## config.mk

```make
export PLATFORM = sky130hd
export DESIGN_NAME = scan_seq_ctrl_flat
export DESIGN_NICKNAME = d
export VERILOG_FILES = /design/src/rtl/scan_seq_ctrl_if.sv /design/src/rtl/scan_seq_ctrl.sv /design/src/flat_wrapper.sv
export SDC_FILE = /design/constraint.sdc
export NUM_CORES = 1
export LEC_CHECK = 0
export CORE_ASPECT_RATIO = 1.5
export CORE_MARGIN = 2
export CORE_UTILIZATION = 26
export CTS_CLUSTER_SIZE = 24
export DETAILED_ROUTE_END_ITERATION = 7
export PLACE_DENSITY_LB_ADDON = 0.15
export SYNTH_ARGS = -nofsm -noshare
export SYNTH_HDL_FRONTEND = slang
export SYNTH_SLANG_ARGS = --single-unit
```

## constraint.sdc

```tcl
create_clock -name clk -period 2.45 [get_ports clk]
set_input_delay 0.49 -clock clk [delete_from_list [all_inputs] [get_ports clk]]
set_output_delay 0.49 -clock clk [all_outputs]
set_load 0.01 [all_outputs]
```

## src/rtl/scan_seq_ctrl_if.sv

```systemverilog
// Word stream between a word source (bus/FIFO) and the scan sequence controller.
// The source holds word_data/word_valid until a cycle with word_ready high.
interface scan_seq_ctrl_if #(
  parameter int WORD_W = 16
) ();
  logic [WORD_W-1:0] word_data;
  logic              word_valid;
  logic              word_ready;

  modport master (
    output word_data,
    output word_valid,
    input  word_ready
  );

  modport slave (
    input  word_data,
    input  word_valid,
    output word_ready
  );
endinterface

```

## src/rtl/scan_seq_ctrl.sv

```systemverilog
// Job controller for a 10010 Moore sequence detector: buffers one word ahead,
// shifts each word MSB-first into the detector, counts detector hits over the
// whole job and signals completion with a one-cycle done pulse.
module scan_seq_ctrl #(
  parameter int WORD_W = 16,
  parameter int LEN_W  = 8,
  parameter int CNT_W  = 8
) (
  input  logic              clk,
  input  logic              reset,
  input  logic              start,
  input  logic [LEN_W-1:0]  len,
  scan_seq_ctrl_if.slave    word_bus,
  output logic              det_enable,
  output logic              det_reset,
  output logic              det_in,
  input  logic              det_out,
  output logic              busy,
  output logic              done,
  output logic [CNT_W-1:0]  hit_count,
  output logic              underrun
);

  localparam int IDX_W = (WORD_W > 1) ? $clog2(WORD_W) : 1;
  localparam logic [IDX_W-1:0] LAST_IDX = IDX_W'(WORD_W - 1);

  typedef enum logic [3:0] {
    ST_IDLE,
    ST_CLR1,
    ST_CLR2,
    ST_LOAD,
    ST_SHIFT,
    ST_GAP,
    ST_DRAIN1,
    ST_DRAIN2,
    ST_DONE
  } state_t;

  state_t             state_q, state_d;
  logic [LEN_W-1:0]   len_q, len_d;
  logic [LEN_W-1:0]   acc_cnt_q, acc_cnt_d;    // words accepted into the shadow
  logic [LEN_W-1:0]   ld_cnt_q, ld_cnt_d;      // words moved into the shifter
  logic [WORD_W-1:0]  shadow_q, shadow_d;
  logic               shadow_full_q, shadow_full_d;
  logic [WORD_W-1:0]  shreg_q, shreg_d;
  logic [IDX_W-1:0]   bit_idx_q, bit_idx_d;
  logic [CNT_W-1:0]   hit_count_q, hit_count_d;
  logic               underrun_q, underrun_d;

  logic               ready_int;
  logic               xfer;
  logic               do_load;

  // Ready only while a job is running, the shadow slot is free and words remain.
  assign busy              = (state_q != ST_IDLE);
  assign ready_int         = busy & ~shadow_full_q & (acc_cnt_q < len_q);
  assign word_bus.word_ready = ready_int;
  assign xfer              = word_bus.word_valid & ready_int;

  // Detector controls decode purely from registered state and shift register.
  assign det_enable = (state_q == ST_CLR1) | (state_q == ST_CLR2) | (state_q == ST_SHIFT);
  assign det_reset  = (state_q == ST_CLR1) | (state_q == ST_CLR2);
  assign det_in     = (state_q == ST_SHIFT) & shreg_q[WORD_W-1];
  assign done       = (state_q == ST_DONE);
  assign hit_count  = hit_count_q;
  assign underrun   = underrun_q;

  // Next-state, shadow fill, shifter and hit counter updates.
  always_comb begin
    state_d       = state_q;
    len_d         = len_q;
    acc_cnt_d     = acc_cnt_q;
    ld_cnt_d      = ld_cnt_q;
    shadow_d      = shadow_q;
    shadow_full_d = shadow_full_q;
    shreg_d       = shreg_q;
    bit_idx_d     = bit_idx_q;
    hit_count_d   = hit_count_q;
    underrun_d    = underrun_q;
    do_load       = 1'b0;

    // A transfer needs an empty shadow, so it never collides with a load below.
    if (xfer) begin
      shadow_d      = word_bus.word_data;
      shadow_full_d = 1'b1;
      acc_cnt_d     = acc_cnt_q + 1'b1;
    end

    // det_out trails det_in by two cycles, so the drain states still count.
    if ((state_q == ST_SHIFT || state_q == ST_GAP ||
         state_q == ST_DRAIN1 || state_q == ST_DRAIN2) &&
        det_out && (hit_count_q != {CNT_W{1'b1}})) begin
      hit_count_d = hit_count_q + 1'b1;
    end

    case (state_q)
      ST_IDLE: begin
        if (start) begin
          len_d         = len;
          acc_cnt_d     = '0;
          ld_cnt_d      = '0;
          shadow_full_d = 1'b0;
          hit_count_d   = '0;
          underrun_d    = 1'b0;
          state_d       = ST_CLR1;
        end
      end
      ST_CLR1: state_d = ST_CLR2;
      ST_CLR2: state_d = (len_q == '0) ? ST_DONE : ST_LOAD;
      ST_LOAD: begin
        if (shadow_full_q) begin
          do_load = 1'b1;
          state_d = ST_SHIFT;
        end
      end
      ST_SHIFT: begin
        shreg_d   = shreg_q << 1;
        bit_idx_d = bit_idx_q - 1'b1;
        if (bit_idx_q == '0) begin
          if (ld_cnt_q == len_q) begin
            state_d = ST_DRAIN1;
          end else if (shadow_full_q) begin
            do_load = 1'b1;
          end else begin
            underrun_d = 1'b1;
            state_d    = ST_GAP;
          end
        end
      end
      ST_GAP: begin
        if (shadow_full_q) begin
          do_load = 1'b1;
          state_d = ST_SHIFT;
        end
      end
      ST_DRAIN1: state_d = ST_DRAIN2;
      ST_DRAIN2: state_d = ST_DONE;
      ST_DONE:   state_d = ST_IDLE;
      default:   state_d = ST_IDLE;
    endcase

    // Move the buffered word into the shifter, MSB goes out first.
    if (do_load) begin
      shreg_d       = shadow_q;
      shadow_full_d = 1'b0;
      bit_idx_d     = LAST_IDX;
      ld_cnt_d      = ld_cnt_q + 1'b1;
    end
  end

  // State and datapath registers; reset abandons any job in flight.
  always_ff @(posedge clk or negedge reset) begin
    if (!reset) begin
      state_q       <= ST_IDLE;
      len_q         <= '0;
      acc_cnt_q     <= '0;
      ld_cnt_q      <= '0;
      shadow_q      <= '0;
      shadow_full_q <= 1'b0;
      shreg_q       <= '0;
      bit_idx_q     <= '0;
      hit_count_q   <= '0;
      underrun_q    <= 1'b0;
    end else begin
      state_q       <= state_d;
      len_q         <= len_d;
      acc_cnt_q     <= acc_cnt_d;
      ld_cnt_q      <= ld_cnt_d;
      shadow_q      <= shadow_d;
      shadow_full_q <= shadow_full_d;
      shreg_q       <= shreg_d;
      bit_idx_q     <= bit_idx_d;
      hit_count_q   <= hit_count_d;
      underrun_q    <= underrun_d;
    end
  end

endmodule

```

## src/flat_wrapper.sv

```systemverilog
// flat-port wrapper written by rule: the top's interface ports become plain ports
module scan_seq_ctrl_flat 
#(
  parameter int WORD_W = 16,
  parameter int LEN_W  = 8,
  parameter int CNT_W  = 8
)
  (clk, reset, start, len, det_enable, det_reset, det_in, det_out, busy, done, hit_count, underrun, word_bus_word_data, word_bus_word_valid, word_bus_word_ready);
  scan_seq_ctrl_if #(.WORD_W(WORD_W)) word_bus_i ();
  input  logic clk;
  input  logic reset;
  input  logic start;
  input  logic [LEN_W-1:0] len;
  output logic det_enable;
  output logic det_reset;
  output logic det_in;
  input  logic det_out;
  output logic busy;
  output logic done;
  output logic [CNT_W-1:0] hit_count;
  output logic underrun;
  input wire logic [$bits(word_bus_i.word_data)-1:0] word_bus_word_data;
  input wire logic [$bits(word_bus_i.word_valid)-1:0] word_bus_word_valid;
  output wire logic [$bits(word_bus_i.word_ready)-1:0] word_bus_word_ready;
  assign word_bus_i.word_data = word_bus_word_data;
  assign word_bus_i.word_valid = word_bus_word_valid;
  assign word_bus_word_ready = word_bus_i.word_ready;
  scan_seq_ctrl #(.WORD_W(WORD_W), .LEN_W(LEN_W), .CNT_W(CNT_W)) u_core (.clk(clk), .reset(reset), .start(start), .len(len), .word_bus(word_bus_i), .det_enable(det_enable), .det_reset(det_reset), .det_in(det_in), .det_out(det_out), .busy(busy), .done(done), .hit_count(hit_count), .underrun(underrun));
endmodule
```

# Word level (Yosys, flattened, before mapping)
# Cells that the tools add are included.
# totals
input_bits	29
output_inout_bits	15
wordCells	89
reg_bits	74
# classes
reduce_logical	18
n_lt_le_gt_ge	1
n_addsub	4
bitwise_logic	7
eq_ne	16
mux	33
# ops
cell	count
$mux 8	9
$mux 16	2
$mux 4	8
$pmux 4 s7	1
$add 8x1->8 const B	3
$eq 4x3->1 const B	4
$mux 1	11
$eq 4x2->1 const B	2
$eq 8x8->1	1
$logic_not 4->1	2
$logic_not 8->1	1
$lt 8x8->1	1
$ne 2x2->1 const B	4
$ne 8x8->1 const B	1
$reduce_bool 2->1	4
$reduce_and 5->1	1
$and 1x1->1	4
$eq 4x1->1 const B	1
$eq 4x4->1 const B	1
$pmux 1 s2	2
$reduce_and 2->1	2
$reduce_and 4->1	1
$reduce_bool 4->1	1
$sub 4x1->4 const B	1
7 further kinds	11

# Logic depth before layout (Yosys ltp)
# Gate-level depths: netlist of the first run.
# logic_depth
depth_word	9
mapped_depth	8
mapped_depth_nobuf	7

# Worst setup path before layout of the first run
# Ideal clock, no wire load.
# synth_path
path_kind	reg-to-reg
startpoint	register u_core.state_q[0]
endpoint	register u_core.shreg_q[10]
t_required_ps	2325
setup_ps	125
arrival_ps	2069
synth_period_minus_slack_ps	2194
slack_ps	256
stages_incl_launch_ff	9
path_buffers	3
path_cell_list	dfrtp_1 -> or4b_1 -> buf_2 -> nor2_4 -> o2111ai_4 -> and2_4 -> buf_6 -> buf_6 -> mux2_4
# synth_via
elab_chain_cells	4
elab_cells_between_ends	7
classes_between	3 x eq/ne; 2 x mux; 2 x reduce/logical
# synth_lines
item	line_no	source
start, declared	scan_seq_ctrl.sv:39	state_t state_q, state_d;
start signal, assigned	scan_seq_ctrl.sv:165	state_q <= state_d;
$eq 4x2->1 / $eq 4x3->1 (equally long branches)	scan_seq_ctrl.sv:96	case (state_q)
$reduce_or 2->1 (no source line)	n/a	
$pmux 1 s2	scan_seq_ctrl.sv:96	
$mux 16 / $reduce_bool 2->1 (equally long branches)	n/a	
end signal, assigned	scan_seq_ctrl.sv:171	shreg_q <= shreg_d;
end, declared	scan_seq_ctrl.sv:45	logic [WORD_W-1:0] shreg_q, shreg_d;
# Parallel ways exist; a longest one is shown, timed or not.
# A chain may end at the register's enable or synchronous reset.

# Final worst setup path of the first run
# layout_path
startpoint	register u_core.acc_cnt_q[1]
endpoint	output word_bus_word_ready
# layout_via
elab_chain_cells	2
# layout_lines
item	line_no	source
start, declared	scan_seq_ctrl.sv:41	logic [LEN_W-1:0] acc_cnt_q, acc_cnt_d;
start signal, assigned	scan_seq_ctrl.sv:167	acc_cnt_q <= acc_cnt_d;
$lt 8x8->1	scan_seq_ctrl.sv:56	assign ready_int = busy & ~shadow_full_q & (acc_cnt_q < len_q);
$and 1x1->1	scan_seq_ctrl.sv:56	
end, declared	flat_wrapper.sv:24	output wire logic [$bits(word_bus_i.word_ready)-1:0] word_bus_word_ready;
# Every way passes these cells.

==> impl_metrics.env, run 1 <==
export IMPL_cap_violations=0
export IMPL_clkTransAtPathRegs_ns=0.07
export IMPL_yosysWarnings=0
export IMPL_core_area_um2=14600
export IMPL_syn_nets=431
export IMPL_vias_per_cell=4.56
export IMPL_synth_top_area_share_pct=47.5
export IMPL_synth_top_area_cell="dfrtp_1"
export IMPL_crit_path_max_fanout=2
export IMPL_track_usage_pct=12.1
export IMPL_synth_area_leaders="dfrtp_1, nand2_1, mux2_2"
export IMPL_worstSetupPathType="flip-flop to output port"
export IMPL_final_setup_viol_count=0
export IMPL_nets=492
export IMPL_drive_above_1_share_pct=20.8
export IMPL_drt_wirelength_per_cell_um=13.9
export IMPL_p_sw_share_pct=34.7
export IMPL_tns_ns=0
export IMPL_area_growth_pct=30.2
export IMPL_synth_cell_types=50
export IMPL_diodes=0
export IMPL_netlist_instances=390
export IMPL_min_period_ns=2.36
export IMPL_io_pin_count=44
export IMPL_grtUsageMet1_pct=14.5
export IMPL_min_path_type="input pin to asynchronous set/reset pin"
export IMPL_die_w_um=104
export IMPL_clock_fmax_mhz=424
export IMPL_pwr_share_clk_pct=23.9
export IMPL_first_pass_iters=4
export IMPL_initial_core_util_pct=26.7
export IMPL_clock_skew_ns=0.0107
export IMPL_die_area_um2=16000
export IMPL_grt_setup_unrepaired="false"
export IMPL_yosys_top_cells_count="nand2_1, dfrtp_1, mux2_2"
export IMPL_critPathRequiredTime_ns=1.96
export IMPL_leakage_uw=0.00222
export IMPL_final_core_util_pct=34.8
export IMPL_end_kind="output port"
export IMPL_row_count=54
export IMPL_grt_pass1_wl_um=15500
export IMPL_synth_ff_type="dfrtp_1"
export IMPL_antenna_found_initial=0
export IMPL_grt_overflow=0
export IMPL_worstMarginPinSlew_ns=0.673
export IMPL_htreeDepth=3
export IMPL_clk_latency_ns=0.33
export IMPL_cts_tree="built"
export IMPL_seq_power_share_pct=34.2
export IMPL_place_gp_congestion=0.789
export IMPL_met2_usage_pct=21.1
export IMPL_holdBufCountCts=0
export IMPL_numCtsBuffers=9
export IMPL_clock_sinks=74
export IMPL_post_cts_repair_setup_buffers=0
export IMPL_maxSlewViolCount=0
export IMPL_fp_dieH_um=154
export IMPL_placed_cell_area_um2=4700
export IMPL_hold_viol=0
export IMPL_drt_wl_total_um=9080
export IMPL_ys_ff_latch=74
export IMPL_p_comb_share_pct=41.9
export IMPL_stdcell_count=652
export IMPL_cts_root_buf="clkbuf_16"
export IMPL_grt_met3_usage_pct=2.46
export IMPL_seq_area_frac_synth_pct=47.5
export IMPL_gr_max_usage_layer="met2"
export IMPL_vias=2974
export IMPL_numPortBuffers=43
export IMPL_outcome="finished clean"
export IMPL_avgSynthCellArea_um2=10.0
export IMPL_slew_headroom_pct=55.0
export IMPL_p_int_uw=3960
export IMPL_critical_path_arrival_ns=1.87
export IMPL_power_density_nw_per_um2=1190
export IMPL_cts_path_max_buffers=2
export IMPL_hpwlAfterDp_um=6310
export IMPL_cp_start_kind="flip-flop"
export IMPL_p_switching_uw=2100
export IMPL_place_inst=636
export IMPL_grt_pass1_vias=3095
export IMPL_final_area_um2=5080
export IMPL_first_iter_violations=133
export IMPL_synth_edf_count=0
export IMPL_drc=0
export IMPL_async_flop_share_pct=100
export IMPL_synth_area_um2=3900
export IMPL_final_antenna_net_count=0
export IMPL_synth_most_common_cell="nand2_1"
export IMPL_fillerInstances=1563
export IMPL_peakVddDrop_v=0.000356
export IMPL_period_share_pct=96.3
export IMPL_grt_max_degree=75
## cell type report
cell class,count,area (um^2),share of cell area [%]
flip-flops and latches,74,1850,36.5
inverters,15,56.3,1.11
repair buffers,69,644,12.7
well taps,196,245,4.83
clock buffers,10,239,4.71
clock inverters,6,90.1,1.77
multi-input cells,282,1950,38.4
## critical path: stages, from the launching register on
cell           delay, ns
dfrtp_1             0.38
ha_1                0.31
a2111oi_2           0.29
buf_4               0.17
o31ai_2             0.07
inv_1               0.05
dlygate4sd2_1       0.26
## per-stage QoR
stage               setup WS, ns  total power [uW]  hold slack, ns
floorplan                  0.256              3700           0.194
global placement          0.0672              4580           0.474
detailed placement        0.0959              4610           0.486
CTS                       0.0120              6140           0.205
global route             0.00614              6540           0.218
finish                    0.0904              6060           0.168
## metal layers
metal	wire (um)	share of wire, %
met1	4030	44
met5	0	0
met4	138	1.5
met2	4660	51
met3	251	2.8
## cells by family (layout without fill, tap and decap cells)
group	after synthesis	in the layout	synth area share, %
simple gates	162	162	20.2
flops	74	74	47.5
compound gates	56	56	10.3
mux	35	35	10.6
buf+inv	34	100	3.79
xor+xnor	17	17	3.82
fa+ha+maj	12	12	3.85
## sequential cells by signal (all words and copies together), names as in the netlist
| register | cells |
|---|---|
| u_core.state_q | 4 |
| u_core.ld_cnt_q | 8 |
| u_core.shreg_q | 16 |
| u_core.acc_cnt_q | 8 |
| u_core.bit_idx_q | 4 |
| u_core.shadow_full_q | 1 |
| u_core.hit_count | 8 |
| u_core.len_q | 8 |
| u_core.shadow_q | 16 |
| u_core.underrun | 1 |
## repair_timing
item,in CTS,in global routing
pin swaps,0,1
endpoints found under the setup margin,5,2
gates resized for setup,11,3
## final timing paths
| check | startpoint | to | slack, ns | depth (start not counted) |
|---|---|---|---|---|
| setup / recovery | u_core.acc_cnt_q[1]$_DFF_PN0_ | word_bus_word_ready | 0.09 | 6 |
| hold / removal | reset | u_core.hit_count[0]$_DFF_PN0_ | 0.17 | 2 |
| setup reg to reg | u_core.state_q[2]$_DFFE_PN0P_ | u_core.shreg_q[14]$_DFFE_PN0P_ | 0.25 | 5 |
| hold reg to reg | u_core.shadow_q[6]$_DFFE_PN0P_ | u_core.shreg_q[6]$_DFFE_PN0P_ | 0.50 | 1 |
| max in group asynchronous | reset | u_core.len_q[7]$_DFFE_PN0P_ | 1.92 | 2 |
| min in group clk | u_core.shadow_q[6]$_DFFE_PN0P_ | u_core.shreg_q[6]$_DFFE_PN0P_ | 0.50 | 1 |
## power by group through the flow
stage                     logic [uW]  clock network (uW)  registers (uW)
final                           2540                1450            2070
after CTS                       2560                1500            2080
after detailed placement        2520                   0            2090
after floorplan                 1690                   0            2010
after global routing            2850                1550            2140
after global placement          2500                   0            2080
## cells in the final DEF (no fill, tap or decap), drive strengths merged, types with 3 or more instances in the layout
master / instances
clkinv: 3
o211a: 3
nand2: 84
nor4: 4
and2: 4
o21ai: 19
nand2b: 8
xnor2: 15
ha: 12
dfrtp: 74
nor4b: 3
nor3: 8
clkbuf: 10
nand4: 11
mux2i: 5
nand3: 7
nor2: 15
a31o: 6
and3: 3
a21oi: 7
dlygate4sd2: 3
mux2: 30
or3: 6
a22oi: 5
clkdlybuf4s50: 38
buf: 27
inv: 15
Note: power is estimated with default switching activity, not from simulation.
==> run 2, diff against run 1 <==
- clock period: 2.45 -> 2.85 ns (I/O delays scaled with it)
==> run 2 against run 1 <==
Final area fell by 2.4%. Via count down 1.3%. Worst hold slack better by 0.086 ns. Sequential share of layout area up 0.87 points. Clock power decreased by 12%. First-iteration DRC count is 20% higher. Clock-buffer cell count rose by 1. Largest cell class unchanged. Non-clock buffer count decreased by 12. Setup slack improved by 0.019 ns. Clock skew rose by 0.0019 ns. Critical endpoint unchanged. Cell count down 1.8%.
==> impl_metrics.env, run 2 (synthesized netlist as in run 1, its figures left out) <==
export IMPL_clock_fmax_mhz=365
export IMPL_cp_start_kind="flip-flop"
export IMPL_drc=0
export IMPL_dp_slack_ns=0.262
export IMPL_leakage_uw=0.00214
export IMPL_numCtsBuffers=9
export IMPL_reg_top3="u_core.shadow_q: 16 flops, u_core.shreg_q: 16 flops"
export IMPL_hpwlAfterDp_um=6190
export IMPL_fin_ws_ns=0.110
export IMPL_area_growth_pct=27.1
export IMPL_r2r_worst_path_cells=5
export IMPL_end_kind="output port"
export IMPL_die_area_um2=16000
export IMPL_regToRegSetupSlack_ns=0.51
export IMPL_crit_path_max_fanout=3
export IMPL_layout_common_cells="nand2_1, dfrtp_1, clkdlybuf4s50_1"
export IMPL_drive_above_1_share_pct=17.6
export IMPL_place_inst=623
export IMPL_clk_latency_ns=0.33
export IMPL_stdcell_count=640
export IMPL_numPortBuffers=43
export IMPL_vias_per_cell=4.59
export IMPL_drt_wirelength_per_cell_um=14.0
export IMPL_slew_headroom_pct=54.8
export IMPL_min_path_type="input pin to asynchronous set/reset pin"
export IMPL_die_w_um=104
export IMPL_grt_overflow=0
export IMPL_r2r_start="u_core.state_q[2]$_DFFE_PN0P_"
export IMPL_outcome="finished clean"
export IMPL_critPathLaunch="u_core.len_q[1]$_DFFE_PN0P_"
export IMPL_htreeDepth=3
export IMPL_vias=2935
export IMPL_nets=480
export IMPL_critPathRequiredTime_ns=2.28
export IMPL_final_setup_viol_count=0
export IMPL_first_pass_iters=4
export IMPL_layout_commonest_cell="nand2_1"
export IMPL_place_gp_congestion=0.757
export IMPL_first_iter_violations=159
export IMPL_cts_tree="built"
export IMPL_io_pin_count=44
export IMPL_worstMarginPinSlew_ns=0.676
export IMPL_power_density_nw_per_um2=1030
export IMPL_holdBufCountCts=0
export IMPL_final_antenna_net_count=0
export IMPL_maxSlewViolCount=0
export IMPL_clock_sinks=74
export IMPL_row_count=54
export IMPL_clkTransAtPathRegs_ns=0.07
export IMPL_cts_path_max_buffers=2
export IMPL_grt_pass1_vias=3043
export IMPL_cts_root_buf="clkbuf_16"
export IMPL_clock_skew_ns=0.0126
export IMPL_grt_pass1_wl_um=15100
export IMPL_tns_ns=0
export IMPL_drt_wl_total_um=8950
export IMPL_worstSetupPathType="flip-flop to output port"
export IMPL_critical_path_arrival_ns=2.17
export IMPL_cp_endpoint="word_bus_word_ready"
export IMPL_grt_setup_unrepaired="false"
export IMPL_final_core_util_pct=34.0
export IMPL_peakVddDrop_v=0.000498
export IMPL_track_usage_pct=11.7
export IMPL_r2r_end="u_core.shreg_q[12]$_DFFE_PN0P_"
export IMPL_hold_viol=0
export IMPL_fp_dieH_um=154
export IMPL_diodes=0
export IMPL_cap_violations=0
export IMPL_antenna_found_initial=0
export IMPL_grt_max_degree=75
export IMPL_period_share_pct=96.2
export IMPL_initial_core_util_pct=26.7
export IMPL_core_area_um2=14600
export IMPL_min_period_ns=2.74
run 2: repair_timing:
action / CTS / global route
resized for setup: 2 / 3
setup buffers: 0 / 1
setup endpoints to repair: 1 / 1
run 2: worst min path at each step:
stage	slack (ns)	cells after the start	to
2_1_floorplan	0.27	0	u_core.acc_cnt_q[0]$_DFF_PN0_
3_3_place_gp	0.47	1	u_core.acc_cnt_q[7]$_DFF_PN0_
3_5_place_dp	0.48	1	u_core.acc_cnt_q[7]$_DFF_PN0_
6_report	0.25	2	u_core.hit_count[0]$_DFF_PN0_
4_1_cts	0.29	2	u_core.state_q[0]$_DFFE_PN0P_
5_1_grt	0.30	2	u_core.hit_count[0]$_DFF_PN0_
run 2: final cells by class:
class | instances | area (um^2)
fillers | 1556 | 9640
multi-input cells | 282 | 1920
flip-flops and latches | 74 | 1850
repair buffers | 57 | 543
clock buffers | 11 | 253
well taps | 196 | 245
clock inverters | 5 | 85.1
inverters | 15 | 56.3
run 2: critical path: stages, from the launching register on:
cell and delay (ns):
dfrtp_1 0.39, inv_1 0.08, ha_1 0.29, a2111oi_2 0.38, o31ai_2 0.11, inv_1 0.06
clkdlybuf4s50_1 0.52
run 2: metrics by stage:
stage	total power, uW	area [um^2]	hold slack [ns]
finish	5110	4960	0.254
global route	5510	4960	0.304
CTS	5170	4930	0.289
detailed placement	3840	4590	0.481
global placement	3820	4590	0.471
floorplan	3180	3900	0.274
run 2: power breakdown:
| group | switching (uW) | internal [uW] |
|---|---|---|
| clock | 450 | 819 |
| combinational | 984 | 1060 |
| sequential | 334 | 1470 |
run 2: metal layers:
metal / part of all wire, % / GRT usage, % / up-vias / routed length [um]
li1: - / - / 1457 / -
met1: 44 / 13.6 / 1434 / 3920
met2: 52 / 20.8 / 34 / 4620
met3: 2.7 / 2.63 / 10 / 243
met4: 1.8 / 4.95 / 0 / 163
met5: 0 / 0 / - / 0
==> run 3, diff against run 2 <==
- HOLD_SLACK_MARGIN: not set -> 0.06
==> results of run 3 <==
Final layout, timing and power as in run 2 (identical DEF).
